$ cat config.mk
export PLATFORM = sky130hd
export DESIGN_NAME = tpu_sequencer
export DESIGN_NICKNAME = d
export VERILOG_FILES = /design/src/rtl/tpu_pkg.sv /design/src/rtl/tpu_sequencer.sv
export SDC_FILE = /design/constraint.sdc
export NUM_CORES = 1
export LEC_CHECK = 0
export BUFFER_PORTS_ARGS = -buffer_cell sky130_fd_sc_hd__buf_2
export CAP_MARGIN = 40
export CORE_MARGIN = 10
export CORE_UTILIZATION = 52
export DETAILED_ROUTE_END_ITERATION = 10
export PLACE_DENSITY_LB_ADDON = 0.2
export RECOVER_POWER = 50
export SLEW_MARGIN = 20
export SYNTH_ARGS = -nofsm -noshare
export SYNTH_HDL_FRONTEND = slang
export SYNTH_SLANG_ARGS = --single-unit
$ cat constraint.sdc
create_clock -name clk -period 2.2 [get_ports clk]
set_clock_uncertainty 0.1 [all_clocks]
set_input_delay 0.44 -clock clk [delete_from_list [all_inputs] [get_ports clk]]
set_output_delay 0.44 -clock clk [all_outputs]
set_load 0.05 [all_outputs]
$ cat src/rtl/tpu_pkg.sv
// Shared definitions for the TPU control path: sequencer states and the
// array drain-length helper.
package tpu_pkg;

    // Sequencer phases, in the order a tile passes through them.
    typedef enum logic [2:0] {
        IDLE,
        WFETCH,
        WLOAD,
        STREAM,
        DRAIN,
        DONE
    } seq_state_e;

    // Cycles needed for the last activation row to leave the array.
    // The sum covers the systolic skew plus one cycle of SRAM read latency.
    function automatic int drain_cycles(input int numPeRows, input int matrixSize);
        return numPeRows + matrixSize;
    endfunction

endpackage

$ cat src/rtl/tpu_sequencer.sv
// Control FSM for the TPU top.
// Each tile pops one weight matrix, latches it into the PE array, streams
// MATRIX_SIZE activation rows from SRAM, then waits for the array to drain.
// The host may write SRAM only while the sequencer is idle.
module tpu_sequencer
    import tpu_pkg::*;
#(
    parameter int ADDRESSSIZE = 10,
    parameter int NUM_PE_ROWS = 8,
    parameter int MATRIX_SIZE = 8,
    parameter int TILE_W      = 4
) (
    input  logic                   clk,
    input  logic                   rstn,
    input  logic                   start,
    input  logic [TILE_W-1:0]      num_tiles,
    input  logic [ADDRESSSIZE-1:0] act_base,
    output logic                   busy,
    output logic                   end_,
    input  logic                   fifo_empty,
    output logic                   fifo_rd_en,
    output logic                   we_rl,
    input  logic                   host_we,
    input  logic [ADDRESSSIZE-1:0] host_addr,
    output logic                   host_grant,
    output logic                   sram_we,
    output logic                   sram_re,
    output logic [ADDRESSSIZE-1:0] sram_addr,
    output logic                   act_valid
);

    localparam int DRAIN_LEN = drain_cycles(NUM_PE_ROWS, MATRIX_SIZE);
    localparam int ROW_W     = $clog2(MATRIX_SIZE + 1);
    localparam int DRN_W     = $clog2(DRAIN_LEN + 1);

    seq_state_e             state_q, state_d;
    logic [TILE_W-1:0]      tilesLeft_q, tilesLeft_d;
    logic [ADDRESSSIZE-1:0] rdAddr_q, rdAddr_d;
    logic [ROW_W-1:0]       rowCnt_q, rowCnt_d;
    logic [DRN_W-1:0]       drainCnt_q, drainCnt_d;
    logic                   actValid_q;

    // State and counter registers; reset drops any run in progress without a done pulse.
    always_ff @(posedge clk or negedge rstn) begin
        if (!rstn) begin
            state_q     <= IDLE;
            tilesLeft_q <= '0;
            rdAddr_q    <= '0;
            rowCnt_q    <= '0;
            drainCnt_q  <= '0;
        end else begin
            state_q     <= state_d;
            tilesLeft_q <= tilesLeft_d;
            rdAddr_q    <= rdAddr_d;
            rowCnt_q    <= rowCnt_d;
            drainCnt_q  <= drainCnt_d;
        end
    end

    // Next-state logic; the read address keeps counting across tiles so tile k reads base + k*MATRIX_SIZE.
    always_comb begin
        state_d     = state_q;
        tilesLeft_d = tilesLeft_q;
        rdAddr_d    = rdAddr_q;
        rowCnt_d    = rowCnt_q;
        drainCnt_d  = drainCnt_q;
        case (state_q)
            IDLE: begin
                if (start) begin
                    if (num_tiles != '0) begin
                        tilesLeft_d = num_tiles;
                        rdAddr_d    = act_base;
                        state_d     = WFETCH;
                    end else begin
                        state_d = DONE;
                    end
                end
            end
            WFETCH: begin
                if (!fifo_empty) begin
                    state_d = WLOAD;
                end
            end
            WLOAD: begin
                rowCnt_d = '0;
                state_d  = STREAM;
            end
            STREAM: begin
                rdAddr_d = rdAddr_q + ADDRESSSIZE'(1);
                rowCnt_d = rowCnt_q + ROW_W'(1);
                if (rowCnt_q == ROW_W'(MATRIX_SIZE - 1)) begin
                    drainCnt_d = '0;
                    state_d    = DRAIN;
                end
            end
            DRAIN: begin
                if (drainCnt_q == DRN_W'(DRAIN_LEN - 1)) begin
                    tilesLeft_d = tilesLeft_q - TILE_W'(1);
                    state_d     = (tilesLeft_q == TILE_W'(1)) ? DONE : WFETCH;
                end else begin
                    drainCnt_d = drainCnt_q + DRN_W'(1);
                end
            end
            DONE: begin
                state_d = IDLE;
            end
            default: begin
                state_d = IDLE;
            end
        endcase
    end

    // Row-valid marker trails the read enable by the SRAM's one-cycle latency.
    always_ff @(posedge clk or negedge rstn) begin
        if (!rstn) begin
            actValid_q <= 1'b0;
        end else begin
            actValid_q <= sram_re;
        end
    end

    assign busy       = (state_q != IDLE);
    assign end_       = (state_q == DONE);
    assign fifo_rd_en = (state_q == WFETCH) && !fifo_empty;
    assign we_rl      = (state_q == WLOAD);
    assign sram_re    = (state_q == STREAM);
    assign act_valid  = actValid_q;

    assign host_grant = !busy;
    assign sram_we    = host_we && host_grant;
    assign sram_addr  = busy ? rdAddr_q : host_addr;

endmodule
Word level (Yosys, flattened, before mapping):

Cells that the tools add are included.

* register bits: 27
* bits of input ports: 29
* output and inout port bits: 18
* logic and storage cells: 58

* $add $sub $neg: 4
* eq/ne operators: 14
* mux-type cells: 19
* reductions and logical operators: 15

Operators by type and width (count)
* 10-bit two-way mux: 3
* 10-bit one-hot mux with 2 select lines: 1
* 3-bit two-way mux: 6
* 4-bit one-hot mux with 2 select lines: 2
* 3-bit one-hot mux with 5 select lines: 1
* 4-bit two-way mux: 3
* 10-bit by 1-bit adder with 10-bit output (second input constant): 1
* 5-bit two-way mux: 2
* 2-bit inequality test (second input constant): 5
* 5-bit one-hot mux with 2 select lines: 1
* 4-bit AND reduction: 2
* 2-bit nonzero test: 4
* 3-bit by 2-bit equality test with 1-bit output (second input constant): 2
* 3-bit equality test (second input constant): 2
* 3-bit AND reduction: 2
* 5-bit by 1-bit adder with 5-bit output (second input constant): 1
* 5-bit by 4-bit equality test with 1-bit output (second input constant): 1
* 4-bit by 1-bit adder with 4-bit output (second input constant): 1
* 4-bit by 1-bit equality test with 1-bit output (second input constant): 1
* 4-bit by 3-bit equality test with 1-bit output (second input constant): 1
* 4-bit nonzero test: 1
* 4-bit by 1-bit subtractor with 4-bit output (second input constant): 1
* 3-bit by 1-bit equality test with 1-bit output (second input constant): 1
* 3-bit logical NOT: 1
* 4 further kinds: 6

Logic depth before layout (Yosys ltp):

* depth after elaboration: 4
* gate-level depth with buffers: 7
* depth with buffers taken out: 7

Worst setup path after synthesis:

No wires, ideal clock.

* path type: flip-flop to output port
* start: register state_q[0]
* end: output port sram_addr[5]
* arrival: 2.131 ns
* data required time: 1.660 ns
* setup slack: -0.471 ns
* stages on the path, launching flop included: 4
* buffers on the path: 1
* cell sequence: dfrtp_1 -> nor3_2 -> clkbuf_1 -> o21ai_0

* cells in the longest elaborated chain, start to end: 2

Ends and longest elaborated chain
* start: declaration: RTL line tpu_sequencer.sv:36 `seq_state_e state_q, state_d;`
* start signal: assignment: RTL line tpu_sequencer.sv:52 `state_q <= state_d;`
* 3-bit nonzero test: RTL line tpu_sequencer.sv:122 `assign busy = (state_q != IDLE);`
* 10-bit two-way mux: RTL line tpu_sequencer.sv:131 `assign sram_addr = busy ? rdAddr_q : host_addr;`
* end: declaration: RTL line tpu_sequencer.sv:28 `output logic [ADDRESSSIZE-1:0] sram_addr,`

No other way between the ends.

Final worst setup path:

* start: register state_q[0]
* end: output port sram_we

* cells in the longest elaborated chain, start to end: 3

Ends and longest elaborated chain
* 3-bit nonzero test: RTL line tpu_sequencer.sv:122
* 1-bit logical NOT: RTL line tpu_sequencer.sv:129 `assign host_grant = !busy;`
* 1-bit logical AND: RTL line tpu_sequencer.sv:130 `assign sram_we = host_we && host_grant;`
* end: declaration: RTL line tpu_sequencer.sv:26 `output logic sram_we,`

No other way between the ends.

==> results.json <==
{
  "synthTopCellsByArea": "dfrtp_1 (40%), nand2_1 (8.4%), o21ai_0 (6.5%), nand3_1 (5.3%), ha_1 (4.4%)",
  "grt_pass1_vias": 1612,
  "nets": 296,
  "seqPwrFrac_pct": 29.3,
  "period_share_pct": 96.80,
  "finalPower_uw": 3212,
  "synth_largest_area_cell": "dfrtp_1",
  "tns_ns": 0,
  "path_buf_inv": 2,
  "core_um2": 3078,
  "cts_buffers": 3,
  "syn_inst": 211,
  "drt_first_pass_iters": 4,
  "dpl.cell_count": 300,
  "fp-row-count": 20,
  "yosys_warnings": 0,
  "whs_ns": 0.2573,
  "synth_area_um2": 1695,
  "cts_tree": "yes",
  "area_growth_pct": 21.11,
  "htree_levels": 1,
  "antennaDiodeCount": 0,
  "synth_top_area_share_pct": 39.85,
  "drc": 0,
  "portBuffers": 46,
  "ios": 47,
  "setup_violations": 0,
  "worstSetupEndpointType": "output port",
  "ys_ff_latch": 27,
  "clockBufferDepth": 2,
  "syn_avg_cell_area_um2": 8.035,
  "p_int_uw": 1438,
  "start_util_pct": 55.08,
  "drt-total-wl_mm": 4.326,
  "ctsResizeCount": 0,
  "cts_sinks": 27,
  "cp_slowest_cell": "dfrtp_1",
  "switchingPower_uw": 1774,
  "cp_slowest_stage_delay_ns": 0.45,
  "vias": 1664,
  "syn_nets": 246,
  "pwr-share-comb_pct": 64.0,
  "async_flop_share_pct": 100.0,
  "dpl_cell_area_um2": 2006,
  "slew_headroom_pct": 3.437,
  "synth_edf_count": 0,
  "postCtsSetupRepairBufs": 0,
  "synth_flop_cell": "dfrtp_1",
  "drive_above_1_share_pct": 25.00,
  "gr-usage-all-layers_pct": 14.15,
  "ys_seq_area_share_pct": 39.85,
  "clock_latency_ns": 0.31,
  "worstHoldPathType": "in2reg",
  "die_h_um": 77.10,
  "dp_hpwl_mm": 3.235,
  "drtIter0Drc": 179,
  "via_per_inst": 5.474,
  "hold_viol": 0,
  "tightest_slew_ns": 1.448,
  "cts_hold_buf": 0,
  "clk_pin_slew_ns": 0.15,
  "fin_cells": 304,
  "wl_per_cell_um": 14.23,
  "gr-total-overflow": 0,
  "die_w_um": 77.10,
  "grt_max_degree": 28,
  "cap_violations": 0,
  "cp_data_arrival_time_ns": 1.59,
  "required_ns": 1.66,
  "cp-start-kind": "flop",
  "die-area_um2": 5944,
  "post-route-min-period_ns": 2.130,
  "slew_viol_final": 0,
  "cp_max_fo": 12,
  "fmax_ghz": 0.4696,
  "status": "finished clean",
  "power.share.clock_pct": 6.7,
  "cpLargestDelayFamily": "flip-flops",
  "crit_type": "reg2out",
  "grt_pass1_wl_mm": 7.334,
  "gp_congestion": 0.8595,
  "root_buffer": "clkbuf_4",
  "path_cells": "nor3_4 -> buf_6 -> and2_1 -> buf_2",
  "switching_share_pct": 55.23,
  "antenna_found_initial": 0,
  "power_density_nw_per_um2": 1564,
  "layout_common_cells": "nand2_1 (38), buf_2 (38), dfrtp_1 (27), o21ai_0 (21), nand3_1 (18)",
  "ir_drop_v": 0.0007037,
  "p_leak_uw": 0.0009689,
  "ys_types": 41,
  "final_area_um2": 2053,
  "ant_nets": 0
}
==> kinds of logic after synthesis <==
logic type / synth area share (%)
adder cells (fa/ha/maj): 4.428
AND/OR/NAND/NOR: 29.74
multiplexers: 1.181
AO/OA/AOI/OAI: 19.12
buffers and inverters: 5.683
flip-flops: 39.85
==> registers in the layout, summed over array words and instances, names as in the netlist <==
signal / count
act_valid: 1
drainCnt_q: 5
rdAddr_q: 10
rowCnt_q: 4
state_q: 3
tilesLeft_q: 4
==> metrics by stage <==
step / setup WS [ns] / util, %
3_5_place_dp: 0.3037 / 65.16
4_1_cts: 0.003037 / 66.02
3_3_place_gp: 0.3191 / 65.16
2_1_floorplan: 0.03762 / -
5_1_grt: -0.008193 / 66.71
6_report: 0.07036 / 66.71
==> path summary, 6_finish.rpt <==
kind,end,startpoint,cells past startpoint,slack [ns]
worst max-delay path,sram_we,state_q[0]$_DFFE_PN0P_,4,0.07
worst min-delay path,tilesLeft_q[2]$_DFFE_PN0P_,num_tiles[2],3,0.26
worst max register to register,tilesLeft_q[3]$_DFFE_PN0P_,drainCnt_q[0]$_DFFE_PN0P_,7,0.28
worst min register to register,rdAddr_q[9]$_DFFE_PN0P_,rdAddr_q[9]$_DFFE_PN0P_,1,0.40
max in group asynchronous,rdAddr_q[3]$_DFFE_PN0P_,rstn,1,0.83
min in group asynchronous,tilesLeft_q[2]$_DFFE_PN0P_,rstn,1,0.34
==> Yosys cell counts, types with 3 or more instances <==
cell type	number
nand2_1	38
nand3_1	18
nand3b_1	3
buf_2	5
nor3_1	6
a211oi_1	7
nand4_1	3
o21ai_0	22
clkbuf_1	5
nand2b_1	3
inv_1	11
nor2_1	15
dfrtp_1	27
a21oi_1	11
ha_1	6
==> metal layers <==
layer | GRT usage (%) | vias to the layer above | wire length (µm)
met2 | 22.77 | 48 | 1946
met1 | 18.39 | 762 | 2071
met4 | 3.102 | 0 | 34
met5 | 0 | - | 0
li1 | - | 850 | -
met3 | 3.846 | 4 | 273
==> power groups by stage <==
stage / logic (µW) / clock network, µW / registers [µW]
after floorplan: 1540 / 0 / 900
after global placement: 1990 / 0 / 930
after detailed placement: 2010 / 0 / 933
after CTS: 2010 / 220 / 929
after global routing: 2270 / 239 / 975
final: 2060 / 215 / 941
==> worst min-delay path: stages <==
cell      delay (ns)
buf_2           0.09
nand2_1         0.05
o211ai_1        0.07
==> area by class of cell <==
cell class / instances / area, µm²
inverter: 11 / 41.29
multi-input combinational: 162 / 937.1
fill: 278 / 1025
sequential: 27 / 675.6
clock buffer: 4 / 26.28
timing repair buffer: 56 / 317.8
tap: 44 / 55.05
(Power assumes the default switching activity.)
